File: src/rtl/i2c_tcu_pkg.sv
// Shared types and constants for the TCU I2C controller, its sensor target
// model and their benches.
package i2c_tcu_pkg;

  // Protocol states of the I2C target.
  typedef enum logic [3:0] {
    ST_IDLE     = 4'd0,
    ST_ADDR     = 4'd1,
    ST_ADDR_ACK = 4'd2,
    ST_PTR      = 4'd3,
    ST_PTR_ACK  = 4'd4,
    ST_WR_DATA  = 4'd5,
    ST_WR_ACK   = 4'd6,
    ST_RD_DATA  = 4'd7,
    ST_RD_ACK   = 4'd8,
    ST_IGNORE   = 4'd9
  } i2c_state_t;

  // Register pointer values (pointer byte bits [1:0]).
  localparam logic [1:0] PTR_TEMP  = 2'd0;
  localparam logic [1:0] PTR_CFG   = 2'd1;
  localparam logic [1:0] PTR_TLOW  = 2'd2;
  localparam logic [1:0] PTR_THIGH = 2'd3;

endpackage

File: src/rtl/i2c_bus_sync.sv
// Synchronises the SCL/SDA pad inputs into the clk domain and derives
// single-cycle SCL edge pulses plus START/STOP condition pulses.
module i2c_bus_sync #(
  parameter int SYNC_STAGES = 2
) (
  input  logic clk,
  input  logic rst_n,
  input  logic i_scl,
  input  logic i_sda,
  output logic o_sda,
  output logic o_scl_rise,
  output logic o_scl_fall,
  output logic o_start,
  output logic o_stop
);

  logic [SYNC_STAGES-1:0] r_scl_sync;
  logic [SYNC_STAGES-1:0] r_sda_sync;
  logic                   r_scl_d;
  logic                   r_sda_d;
  logic                   w_scl;
  logic                   w_sda;

  assign w_scl = r_scl_sync[SYNC_STAGES-1];
  assign w_sda = r_sda_sync[SYNC_STAGES-1];

  // Synchroniser chains plus one delayed copy for edge detection; reset to
  // the idle-high bus level so no event is seen coming out of reset.
  always_ff @(posedge clk or negedge rst_n) begin
    if (!rst_n) begin
      r_scl_sync <= '1;
      r_sda_sync <= '1;
      r_scl_d    <= 1'b1;
      r_sda_d    <= 1'b1;
    end else begin
      r_scl_sync <= {r_scl_sync[SYNC_STAGES-2:0], i_scl};
      r_sda_sync <= {r_sda_sync[SYNC_STAGES-2:0], i_sda};
      r_scl_d    <= w_scl;
      r_sda_d    <= w_sda;
    end
  end

  assign o_sda      = w_sda;
  assign o_scl_rise = w_scl & ~r_scl_d;
  assign o_scl_fall = ~w_scl & r_scl_d;
  // SDA edges only count as conditions when SCL was high on both samples.
  assign o_start    = w_scl & r_scl_d & r_sda_d & ~w_sda;
  assign o_stop     = w_scl & r_scl_d & ~r_sda_d & w_sda;

endmodule

File: src/rtl/i2c_temp_sensor_target.sv
// I2C target emulating a P3T1035/P3T2030-style temperature sensor: 7-bit
// address match, pointer + 16-bit register writes, coherent 16-bit reads.
//
// Bus timing: data bits are sampled on synchronised SCL rises; sda_oe only
// changes right after a detected SCL fall, so SDA is stable while SCL is
// high. sda_oe=1 pulls SDA low, sda_oe=0 releases it (open drain).
module i2c_temp_sensor_target
  import i2c_tcu_pkg::*;
#(
  parameter logic [6:0]  TARGET_ADDRESS = 7'h70,
  parameter int          SYNC_STAGES    = 2,
  parameter logic [15:0] CFG_RESET      = 16'h0000,
  parameter logic [15:0] TLOW_RESET     = 16'h4B00,
  parameter logic [15:0] THIGH_RESET    = 16'h5000
) (
  input  logic        clk,
  input  logic        rst_n,
  input  logic        scl_in,
  input  logic        sda_in,
  output logic        sda_oe,
  input  logic [15:0] temp_in,
  output logic [15:0] cfg_reg,
  output logic [15:0] tlow_reg,
  output logic [15:0] thigh_reg,
  output logic        wr_strobe,
  output logic        busy,
  output i2c_state_t  o_dbg_state
);

  logic       w_sda;
  logic       w_scl_rise;
  logic       w_scl_fall;
  logic       w_start;
  logic       w_stop;

  i2c_state_t r_state;
  i2c_state_t w_state_nxt;
  logic       r_sda_oe;
  logic       w_sda_oe_nxt;
  logic       r_busy;
  logic       w_busy_nxt;

  logic [2:0]  r_bit_cnt;    // bits seen in the current byte
  logic        r_full;       // 8 bits seen; act on the following SCL fall
  logic [7:0]  r_shift;      // receive shift register
  logic [1:0]  r_byte_cnt;   // data bytes received in this write
  logic [1:0]  r_ptr;
  logic [7:0]  r_msb;        // staged MSB of a register write
  logic [15:0] r_tx;         // read snapshot, rotated as bits go out
  logic        r_rw;
  logic        r_mack_n;     // master acknowledge bit on reads (0 = ACK)
  logic [15:0] r_cfg;
  logic [15:0] r_tlow;
  logic [15:0] r_thigh;
  logic        r_wr_strobe;
  logic [15:0] w_snap;
  logic        w_addr_match;

  i2c_bus_sync #(
    .SYNC_STAGES(SYNC_STAGES)
  ) u_sync (
    .clk       (clk),
    .rst_n     (rst_n),
    .i_scl     (scl_in),
    .i_sda     (sda_in),
    .o_sda     (w_sda),
    .o_scl_rise(w_scl_rise),
    .o_scl_fall(w_scl_fall),
    .o_start   (w_start),
    .o_stop    (w_stop)
  );

  assign w_addr_match = (r_shift[7:1] == TARGET_ADDRESS);

  // Register selected by the pointer, captured as the read snapshot.
  always_comb begin
    w_snap = temp_in;
    case (r_ptr)
      PTR_CFG:   w_snap = r_cfg;
      PTR_TLOW:  w_snap = r_tlow;
      PTR_THIGH: w_snap = r_thigh;
      default:   w_snap = temp_in;
    endcase
  end

  // State, SDA driver and busy flag registers.
  always_ff @(posedge clk or negedge rst_n) begin
    if (!rst_n) begin
      r_state  <= ST_IDLE;
      r_sda_oe <= 1'b0;
      r_busy   <= 1'b0;
    end else begin
      r_state  <= w_state_nxt;
      r_sda_oe <= w_sda_oe_nxt;
      r_busy   <= w_busy_nxt;
    end
  end

  // Next state and SDA drive: bus conditions override everything, otherwise
  // the protocol advances on SCL falls once a byte or ACK bit has completed.
  always_comb begin
    w_state_nxt  = r_state;
    w_sda_oe_nxt = r_sda_oe;
    w_busy_nxt   = r_busy;
    if (w_start) begin
      w_state_nxt  = ST_ADDR;
      w_sda_oe_nxt = 1'b0;
      w_busy_nxt   = 1'b0;
    end else if (w_stop) begin
      w_state_nxt  = ST_IDLE;
      w_sda_oe_nxt = 1'b0;
      w_busy_nxt   = 1'b0;
    end else if (w_scl_fall) begin
      case (r_state)
        ST_ADDR: begin
          if (r_full) begin
            if (w_addr_match) begin
              w_state_nxt  = ST_ADDR_ACK;
              w_sda_oe_nxt = 1'b1;
              w_busy_nxt   = 1'b1;
            end else begin
              w_state_nxt  = ST_IGNORE;
            end
          end
        end
        ST_ADDR_ACK: begin
          if (r_rw) begin
            w_state_nxt  = ST_RD_DATA;
            w_sda_oe_nxt = ~r_tx[15];
          end else begin
            w_state_nxt  = ST_PTR;
            w_sda_oe_nxt = 1'b0;
          end
        end
        ST_PTR: begin
          if (r_full) begin
            w_state_nxt  = ST_PTR_ACK;
            w_sda_oe_nxt = 1'b1;
          end
        end
        ST_PTR_ACK: begin
          w_state_nxt  = ST_WR_DATA;
          w_sda_oe_nxt = 1'b0;
        end
        ST_WR_DATA: begin
          if (r_full) begin
            if (r_byte_cnt < 2'd2) begin
              w_state_nxt  = ST_WR_ACK;
              w_sda_oe_nxt = 1'b1;
            end else begin
              // Third and later data bytes: leave SDA released (NACK).
              w_state_nxt  = ST_IGNORE;
              w_sda_oe_nxt = 1'b0;
            end
          end
        end
        ST_WR_ACK: begin
          w_state_nxt  = ST_WR_DATA;
          w_sda_oe_nxt = 1'b0;
        end
        ST_RD_DATA: begin
          if (r_full) begin
            w_state_nxt  = ST_RD_ACK;
            w_sda_oe_nxt = 1'b0;
          end else begin
            // r_tx rotates on this same fall, so bit 14 is the next bit out.
            w_sda_oe_nxt = ~r_tx[14];
          end
        end
        ST_RD_ACK: begin
          if (!r_mack_n) begin
            w_state_nxt  = ST_RD_DATA;
            w_sda_oe_nxt = ~r_tx[15];
          end else begin
            w_state_nxt  = ST_IGNORE;
            w_sda_oe_nxt = 1'b0;
          end
        end
        default: begin
          w_state_nxt = r_state;
        end
      endcase
    end
  end

  // Datapath: bit/byte counting, pointer, staging, commit and read snapshot.
  always_ff @(posedge clk or negedge rst_n) begin
    if (!rst_n) begin
      r_bit_cnt   <= 3'd0;
      r_full      <= 1'b0;
      r_shift     <= 8'd0;
      r_byte_cnt  <= 2'd0;
      r_ptr       <= PTR_TEMP;
      r_msb       <= 8'd0;
      r_tx        <= 16'd0;
      r_rw        <= 1'b0;
      r_mack_n    <= 1'b1;
      r_cfg       <= CFG_RESET;
      r_tlow      <= TLOW_RESET;
      r_thigh     <= THIGH_RESET;
      r_wr_strobe <= 1'b0;
    end else begin
      r_wr_strobe <= 1'b0;
      if (w_start || w_stop) begin
        r_bit_cnt  <= 3'd0;
        r_full     <= 1'b0;
        r_byte_cnt <= 2'd0;
      end else if (w_scl_rise) begin
        case (r_state)
          ST_ADDR, ST_PTR, ST_WR_DATA: begin
            r_shift   <= {r_shift[6:0], w_sda};
            r_bit_cnt <= r_bit_cnt + 3'd1;
            if (r_bit_cnt == 3'd7) r_full <= 1'b1;
          end
          ST_RD_DATA: begin
            r_bit_cnt <= r_bit_cnt + 3'd1;
            if (r_bit_cnt == 3'd7) r_full <= 1'b1;
          end
          ST_RD_ACK: begin
            r_mack_n <= w_sda;
          end
          ST_WR_ACK: begin
            // Second data byte commits on the rise of its ACK bit; the
            // read-only temperature pointer swallows the write.
            if (r_byte_cnt == 2'd1) begin
              case (r_ptr)
                PTR_CFG:   r_cfg   <= {r_msb, r_shift};
                PTR_TLOW:  r_tlow  <= {r_msb, r_shift};
                PTR_THIGH: r_thigh <= {r_msb, r_shift};
                default:   r_cfg   <= r_cfg;
              endcase
              r_wr_strobe <= (r_ptr != PTR_TEMP);
            end
          end
          default: begin
            r_bit_cnt <= r_bit_cnt;
          end
        endcase
      end else if (w_scl_fall) begin
        case (r_state)
          ST_ADDR: begin
            if (r_full) begin
              r_rw      <= r_shift[0];
              r_tx      <= w_snap;
              r_bit_cnt <= 3'd0;
              r_full    <= 1'b0;
            end
          end
          ST_PTR: begin
            if (r_full) begin
              r_ptr     <= r_shift[1:0];
              r_bit_cnt <= 3'd0;
              r_full    <= 1'b0;
            end
          end
          ST_WR_DATA: begin
            if (r_full) begin
              if (r_byte_cnt == 2'd0) r_msb <= r_shift;
              r_bit_cnt <= 3'd0;
              r_full    <= 1'b0;
            end
          end
          ST_WR_ACK: begin
            r_byte_cnt <= r_byte_cnt + 2'd1;
          end
          ST_RD_DATA: begin
            // Rotate rather than shift so an ACKed LSB wraps to the MSB.
            r_tx <= {r_tx[14:0], r_tx[15]};
            if (r_full) begin
              r_bit_cnt <= 3'd0;
              r_full    <= 1'b0;
            end
          end
          default: begin
            r_bit_cnt <= r_bit_cnt;
          end
        endcase
      end
    end
  end

  assign sda_oe      = r_sda_oe;
  assign busy        = r_busy;
  assign wr_strobe   = r_wr_strobe;
  assign cfg_reg     = r_cfg;
  assign tlow_reg    = r_tlow;
  assign thigh_reg   = r_thigh;
  assign o_dbg_state = r_state;

endmodule

File: config.mk
export PLATFORM = sky130hd
export DESIGN_NAME = i2c_temp_sensor_target
export DESIGN_NICKNAME = d
export VERILOG_FILES = /design/src/rtl/i2c_tcu_pkg.sv /design/src/rtl/i2c_bus_sync.sv /design/src/rtl/i2c_temp_sensor_target.sv
export SDC_FILE = /design/constraint.sdc
export NUM_CORES = 1
export LEC_CHECK = 0
export CAP_MARGIN = 0
export CORE_UTILIZATION = 35
export CTS_BUF_LIST = sky130_fd_sc_hd__clkbuf_8
export CTS_CLUSTER_DIAMETER = 50
export CTS_CLUSTER_SIZE = 20
export DETAILED_ROUTE_END_ITERATION = 7
export SLEW_MARGIN = 10
export SYNTH_ARGS = -nofsm -noshare
export SYNTH_HDL_FRONTEND = slang
export SYNTH_SLANG_ARGS = --single-unit
File: constraint.sdc
create_clock -name clk -period 4.25 [get_ports clk]
set_clock_uncertainty 0.2 [all_clocks]
set_input_delay 0.85 -clock clk [delete_from_list [all_inputs] [get_ports clk]]
set_output_delay 0.85 -clock clk [all_outputs]
set_load 0.01 [all_outputs]
; ---- Yosys cells after proc, flatten, opt, wreduce, memory -nomap -nowiden
; Index checks and enable logic that the tools add are counted.
[op_classes]
eq_ne = 24
n_mux = 51
n_bitwise = 15
n_lt_le_gt_ge = 1
addsub = 2
reduce_logical = 31
[ops]
columns = cell, n
row1 = $pmux W16 S3, 1
row2 = $mux W4, 10
row3 = $pmux W16 S2, 1
row4 = $reduce_and A5 Y1, 6
row5 = $pmux W4 S7, 1
row6 = $mux W1, 25
row7 = $mux W3, 7
row8 = $ne A4 B4 Y1 const B, 5
row9 = $reduce_and A6 Y1, 3
row10 = $reduce_bool A3 Y1, 6
row11 = $eq A4 B3 Y1 const B, 4
row12 = $mux W16, 1
row13 = $reduce_and A4 Y1, 3
row14 = $ne A3 B3 Y1 const B, 3
row15 = $reduce_and A3 Y1, 3
row16 = $reduce_bool A9 Y1, 1
row17 = $eq A4 B2 Y1 const B, 2
row18 = $mux W2, 4
row19 = $not A1 Y1, 8
row20 = $reduce_bool A2 Y1, 4
row21 = $and A1 B1 Y1, 7
row22 = $eq A7 B7 Y1 const B, 1
row23 = $pmux W1 S7, 1
row24 = $eq A2 B1 Y1 const B, 2
row25 = 13 further kinds, 15
[totals]
output_inout_bits = 55
inputBits = 20
word_cells = 144
regBits = 103

; ---- Longest topological paths before layout
[logic_depth]
word_depth = 7
mapped_depth = 8
ltp_nobuf = 6

; ---- Cells and area by module
; A second synthesis with hierarchy kept.
[hier_totals]
cells_unflattened = 353
hier_area_um2 = 5162.5
[by_module_without_submodules]
columns = mod, instances, cells_each, area_each_um2, seq_area_each_um2
row1 = i2c_temp_sensor_target, 1, 343, 4972.3, 2436.1
row2 = i2c_bus_sync, 1, 10, 190.2, 157.7

; ---- Worst setup path after synthesis
; No wires, ideal clock.
[synth_path]
path_type = reg-to-reg
startpoint = register r_state[3], in the netlist o_dbg_state[3]
endpoint = register r_cfg[10], in the netlist cfg_reg[10]
path_slack_ns = 2.225
period_less_slack_ns = 2.025
setup_ns = 0.125
path_stages_with_launch = 6
n_path_buf = 1
arrival_ns = 1.700
required_ns = 3.925
path_cell_list = dfrtp_1 -> and2b_4 -> nand4_4 -> nor3b_4 -> buf_8 -> mux2_4
[synth_via]
elab_chain_len = 2
[synth_lines]
columns = element, line
row1 = from (decl), i2c_temp_sensor_target.sv:36  ; i2c_state_t r_state;
row2 = from (signal assigned), i2c_temp_sensor_target.sv:93  ; r_state <= w_state_nxt;
row3 = $eq A4 B3 Y1, i2c_temp_sensor_target.sv:209  ; case (r_state)
row4 = $reduce_and A5 Y1 (no line), n/a
row5 = to (signal assigned), i2c_temp_sensor_target.sv:227  ; PTR_CFG: r_cfg <= {r_msb, r_shift};
row6 = to (signal assigned), i2c_temp_sensor_target.sv:230  ; default: r_cfg <= r_cfg;
row7 = to (decl), i2c_temp_sensor_target.sv:52  ; logic [15:0] r_cfg;
; No other way between the ends.
; A chain may end at the register's enable or synchronous reset.

; ---- Worst setup path after layout
[layout_path]
startpoint = register r_state[2], in the netlist o_dbg_state[2]
endpoint = output port o_dbg_state[2]
[layout_lines]
columns = element, line
row1 = to (decl), i2c_temp_sensor_target.sv:27  ; output i2c_state_t o_dbg_state
; No word-level cell between the ends.

==> impl_results.html <==
<table>
<tr><th>Metric</th><th>Value</th></tr>
<tr><th colspan="2">Placed design</th></tr>
<tr><td>IO Port Bufs</td><td>between 70 and 80</td></tr>
<tr><td>Worst slack, placed</td><td>1.46 ns</td></tr>
<tr><td>Total instance count after detailed placement</td><td>approximately 600</td></tr>
<tr><td>Sum of net half-perimeters after detailed placement</td><td>roughly 8300 um</td></tr>
<tr><td>Placer Congestion</td><td>0.840</td></tr>
<tr><th colspan="2">STA</th></tr>
<tr><td>Setup Viol. Count Final</td><td>0</td></tr>
<tr><td>Unrepaired setup endpoints after global routing</td><td>no</td></tr>
<tr><td>Total count of hold-check failures in the final report</td><td>0</td></tr>
<tr><td>Slew HR</td><td>0.278</td></tr>
<tr><td>Setup ws final</td><td>approximately 1.5 ns</td></tr>
<tr><td>Least-Margin Pin Slew</td><td>1.08 ns</td></tr>
<tr><td>Period utilization</td><td>0.652</td></tr>
<tr><td>Setup TNS</td><td>0 ns</td></tr>
<tr><td>Final critical delay including setup and external delays</td><td>approximately 2.8 ns</td></tr>
<tr><td>FMAX</td><td>361 MHz</td></tr>
<tr><td>Final-report max-slew violation count</td><td>0</td></tr>
<tr><th colspan="2">Pwr</th></tr>
<tr><td>Static power due to leakage</td><td>2.68 nW</td></tr>
<tr><td>Maximum VDD drop</td><td>159 uV</td></tr>
<tr><td>Power per Cell Area</td><td>414 mW/mm^2</td></tr>
<tr><td>Sum of internal, switching and leakage power</td><td>approximately 2.5 mW</td></tr>
<tr><th colspan="2">GRT</th></tr>
<tr><td>Maximum number of pins on one net before global-route repair</td><td>43</td></tr>
<tr><td>Global-route usage over all layers</td><td>0.172</td></tr>
<tr><td>Via count of the first global-routing pass</td><td>about 3400</td></tr>
<tr><td>GR Overflow Total</td><td>0</td></tr>
<tr><td>Number of antenna violations at the first check in global routing</td><td>0</td></tr>
<tr><td>First-pass GRT wire length</td><td>18700 um</td></tr>
<tr><th colspan="2">Clock network</th></tr>
<tr><td>Number of buffers inserted during clock tree synthesis</td><td>9</td></tr>
<tr><td>Level count of the clock H-tree</td><td>3</td></tr>
<tr><td>TritonCTS clock tree</td><td>built</td></tr>
<tr><td>Source-to-sink clock delay at the later pin of the worst-skew pair</td><td>0.37 ns</td></tr>
<tr><td>Root buffer cell</td><td>clkbuf_8</td></tr>
<tr><td>Clock-pin slew on the worst setup and hold paths</td><td>0.10 ns</td></tr>
<tr><td>Number of setup buffers added after CTS</td><td>0</td></tr>
<tr><td>Hold-fix buffers, CTS</td><td>0</td></tr>
<tr><td>Clock Sink Count</td><td>103</td></tr>
<tr><td>PostCTS Resize Cnt</td><td>0</td></tr>
<tr><td>Bufs on Longest Clock Path</td><td>2</td></tr>
<tr><th colspan="2">Critical path</th></tr>
<tr><td>Category of the worst setup path launch point</td><td>flop</td></tr>
<tr><td>Buffers plus inverters on the worst setup path</td><td>1</td></tr>
<tr><td>CP Max Fanout</td><td>19</td></tr>
<tr><td>Count of cells along the worst register-to-register path</td><td>4</td></tr>
<tr><td>Setup Crit Path Kind</td><td>reg -&gt; out</td></tr>
<tr><td>RR Startpoint</td><td>o_dbg_state[2]</td></tr>
<tr><td>Worst setup EP type</td><td>primary output</td></tr>
<tr><td>Cell family with most CP delay</td><td>flip-flops</td></tr>
<tr><td>Critical path cell sequence</td><td>clkdlybuf4s50_1</td></tr>
<tr><td>Reg2Reg Setup Slack</td><td>1.49 ns</td></tr>
<tr><td>Worst r2r dst</td><td>cfg_reg[0]</td></tr>
<tr><td>Worst path slowest cell</td><td>dfrtp_1</td></tr>
<tr><td>Longest individual stage delay on the worst path</td><td>0.71 ns</td></tr>
<tr><td>Endpoint arrival time on the critical path</td><td>1.72 ns</td></tr>
<tr><td>Required time of the critical path</td><td>3.20 ns</td></tr>
<tr><th colspan="2">Status</th></tr>
<tr><td>Result of the run</td><td>finished clean</td></tr>
<tr><th colspan="2">Detailed routing</th></tr>
<tr><td>Vias after detailed routing</td><td>3200</td></tr>
<tr><td>Total wire length after detailed routing</td><td>11700 um</td></tr>
<tr><td>Count of routing violations after the opening detailed-route iteration</td><td>186</td></tr>
<tr><td>Average wire length per cell after detail routing</td><td>approximately 19 um</td></tr>
<tr><td>Number of routed nets with antenna violations</td><td>0</td></tr>
<tr><td>Count of unresolved DRC violations after routing</td><td>0</td></tr>
<tr><td>Pre-antenna DRT Iters</td><td>4</td></tr>
<tr><td>Routed vias/inst</td><td>5.20</td></tr>
<tr><th colspan="2">Min path</th></tr>
<tr><td>Cell depth of the worst min-delay path</td><td>0</td></tr>
<tr><td>WHS Endpoint</td><td>u_sync.r_sda_sync[1]</td></tr>
<tr><td>Worst hold start</td><td>u_sync.r_sda_sync[0]</td></tr>
<tr><td>Min-Delay Path Class</td><td>reg -&gt; reg</td></tr>
<tr><th colspan="2">Floorplan</th></tr>
<tr><td>Die Area</td><td>about 0.015 mm^2</td></tr>
<tr><td>X dimension of the die</td><td>~120 um</td></tr>
<tr><td>Initial core utilization</td><td>0.365</td></tr>
<tr><td>Top Ports</td><td>75</td></tr>
<tr><td>Standard-cell rows</td><td>42</td></tr>
<tr><td>Core Footprint</td><td>0.0135 mm^2</td></tr>
<tr><td>Overall die height</td><td>121 um</td></tr>
<tr><th colspan="2">Yosys</th></tr>
<tr><td>Number of flip-flops and latches in the synthesized netlist</td><td>between 100 and 150</td></tr>
<tr><td>Number of instances in the synthesized netlist</td><td>361</td></tr>
<tr><td>Post-synthesis net count</td><td>385</td></tr>
<tr><td>Number of enable-type register cells in the synthesized netlist</td><td>0</td></tr>
<tr><td>Synth warnings</td><td>0</td></tr>
<tr><td>Synth Flop Type</td><td>dfrtp_1</td></tr>
<tr><td>Cell Area, Synth</td><td>between 0.004 and 0.005 mm^2</td></tr>
<tr><td>Count of cell types in the netlist</td><td>50</td></tr>
<tr><td>Proportion of synthesized flip-flops having asynchronous set or reset</td><td>1.00</td></tr>
<tr><td>Proportion of synthesized chip area in sequential cells</td><td>0.526</td></tr>
<tr><td>Syn avg cell area</td><td>approximately 14 um^2</td></tr>
<tr><th colspan="2">Final layout</th></tr>
<tr><td># fillers</td><td>1209</td></tr>
<tr><td>Number of non-filler instances in the completed layout</td><td>615</td></tr>
<tr><td>Antenna Cells</td><td>0</td></tr>
<tr><td>Area growth from synthesis to layout</td><td>22.0%</td></tr>
<tr><td>Share of post-route cells with drive strength above 1</td><td>0.305</td></tr>
<tr><td>Count of nets after finishing</td><td>458</td></tr>
<tr><th colspan="2">Job</th></tr>
<tr><td>Max-cap violations</td><td>0</td></tr>
</table>
==> metrics by stage <==
stage	cell area (um^2)	hold slack, ns	util
final	6010	0.160	0.445
after global routing	6010	0.167	0.445
after CTS	6010	0.161	0.445
after detailed placement	5820	0.148	0.431
after global placement	5820	0.146	0.431
after floorplan	4930	0.145	-
==> per-layer routing <==
metal	track usage	part of all wire
met2	0.256	0.46
met3	0.0255	0.033
met5	0	0
met1	0.252	0.49
met4	0.0687	0.017
==> cell usage in the layout (no fill, tap or decap), drive strengths merged, types with 2 or more instances in the layout <==
master,count
clkbuf,9
or2,2
a21oi,26
mux2i,17
nand4,2
nand4b,2
nand3,4
ha,4
nor3,8
or3,2
buf,7
nor2b,5
clkdlybuf4s50,73
a22o,5
nor2,31
o21bai,3
nand2,6
nor4b,2
inv,8
and2b,5
nand2b,3
dfrtp,90
o21ai,6
nor3b,4
mux4,16
mux2,72
dfstp,13
o22ai,2
==> worst register-to-register path: stages, from the launching register on <==
cell	delay (ns)
dfrtp_1	0.71
and2b_2	0.29
nand4_4	0.13
nor3b_4	0.89
mux2_2	0.43
==> power breakdown <==
group	switching (mW)	leakage, nW	internal (mW)
Sequential	0.220	1.30	1.13
Clock	0.333	0.108	0.270
Combinational	0.246	1.27	0.288
Total	0.800	2.68	1.69
==> worst max path at each step <==
stage	slack (ns)	cells past startpoint	startpoint	endpoint
final	1.48	1	o_dbg_state[2]	o_dbg_state[2]
after global routing	1.36	4	o_dbg_state[2]	cfg_reg[12]
after CTS	1.45	4	o_dbg_state[2]	cfg_reg[0]
after detailed placement	1.46	4	o_dbg_state[2]	cfg_reg[0]
after global placement	1.53	4	o_dbg_state[2]	cfg_reg[14]
after floorplan	2.22	5	o_dbg_state[3]	cfg_reg[10]
==> kinds of logic after synthesis <==
logic type,count (synthesis),synth area share
multiplexers,105,0.280
flip-flops,103,0.526
AND/OR/NAND/NOR,81,0.101
AO/OA/AOI/OAI,47,0.0584
buffers and inverters,21,0.0244
adder cells (fa/ha/maj),4,0.0102
==> area by class of cell <==
type                    count  area, um^2  area share
clock buffers               9         124      0.0206
clock inverters             7        63.8      0.0106
inverters                   3        11.3     0.00187
multi-input cells         237        2210       0.368
flip-flops and latches    103        2590       0.432
well taps                 176         220      0.0366
repair buffers             80         783       0.130
==> cell usage after synthesis (3+ instances only) <==
cell type   n  share of area
dfrtp_1    90           0.46
mux2_2     62           0.14
nor2_1     30          0.023
a21oi_1    26          0.026
mux2i_1    17          0.035
mux4_2     16          0.073
dfstp_2    13          0.069
mux2_4     10          0.030
buf_2       9         0.0091
nor3_1      8         0.0081
nand2_1     6         0.0046
a22o_1      5         0.0089
clkbuf_1    5         0.0038
nor2b_1     5         0.0063
ha_1        4          0.010
o21ai_0     4         0.0041
and2b_1     3         0.0046
nand2b_1    3         0.0038
nand3_1     3         0.0030
nor3b_1     3         0.0046
o21bai_1    3         0.0046
Note: power is estimated with default switching activity, not from simulation.
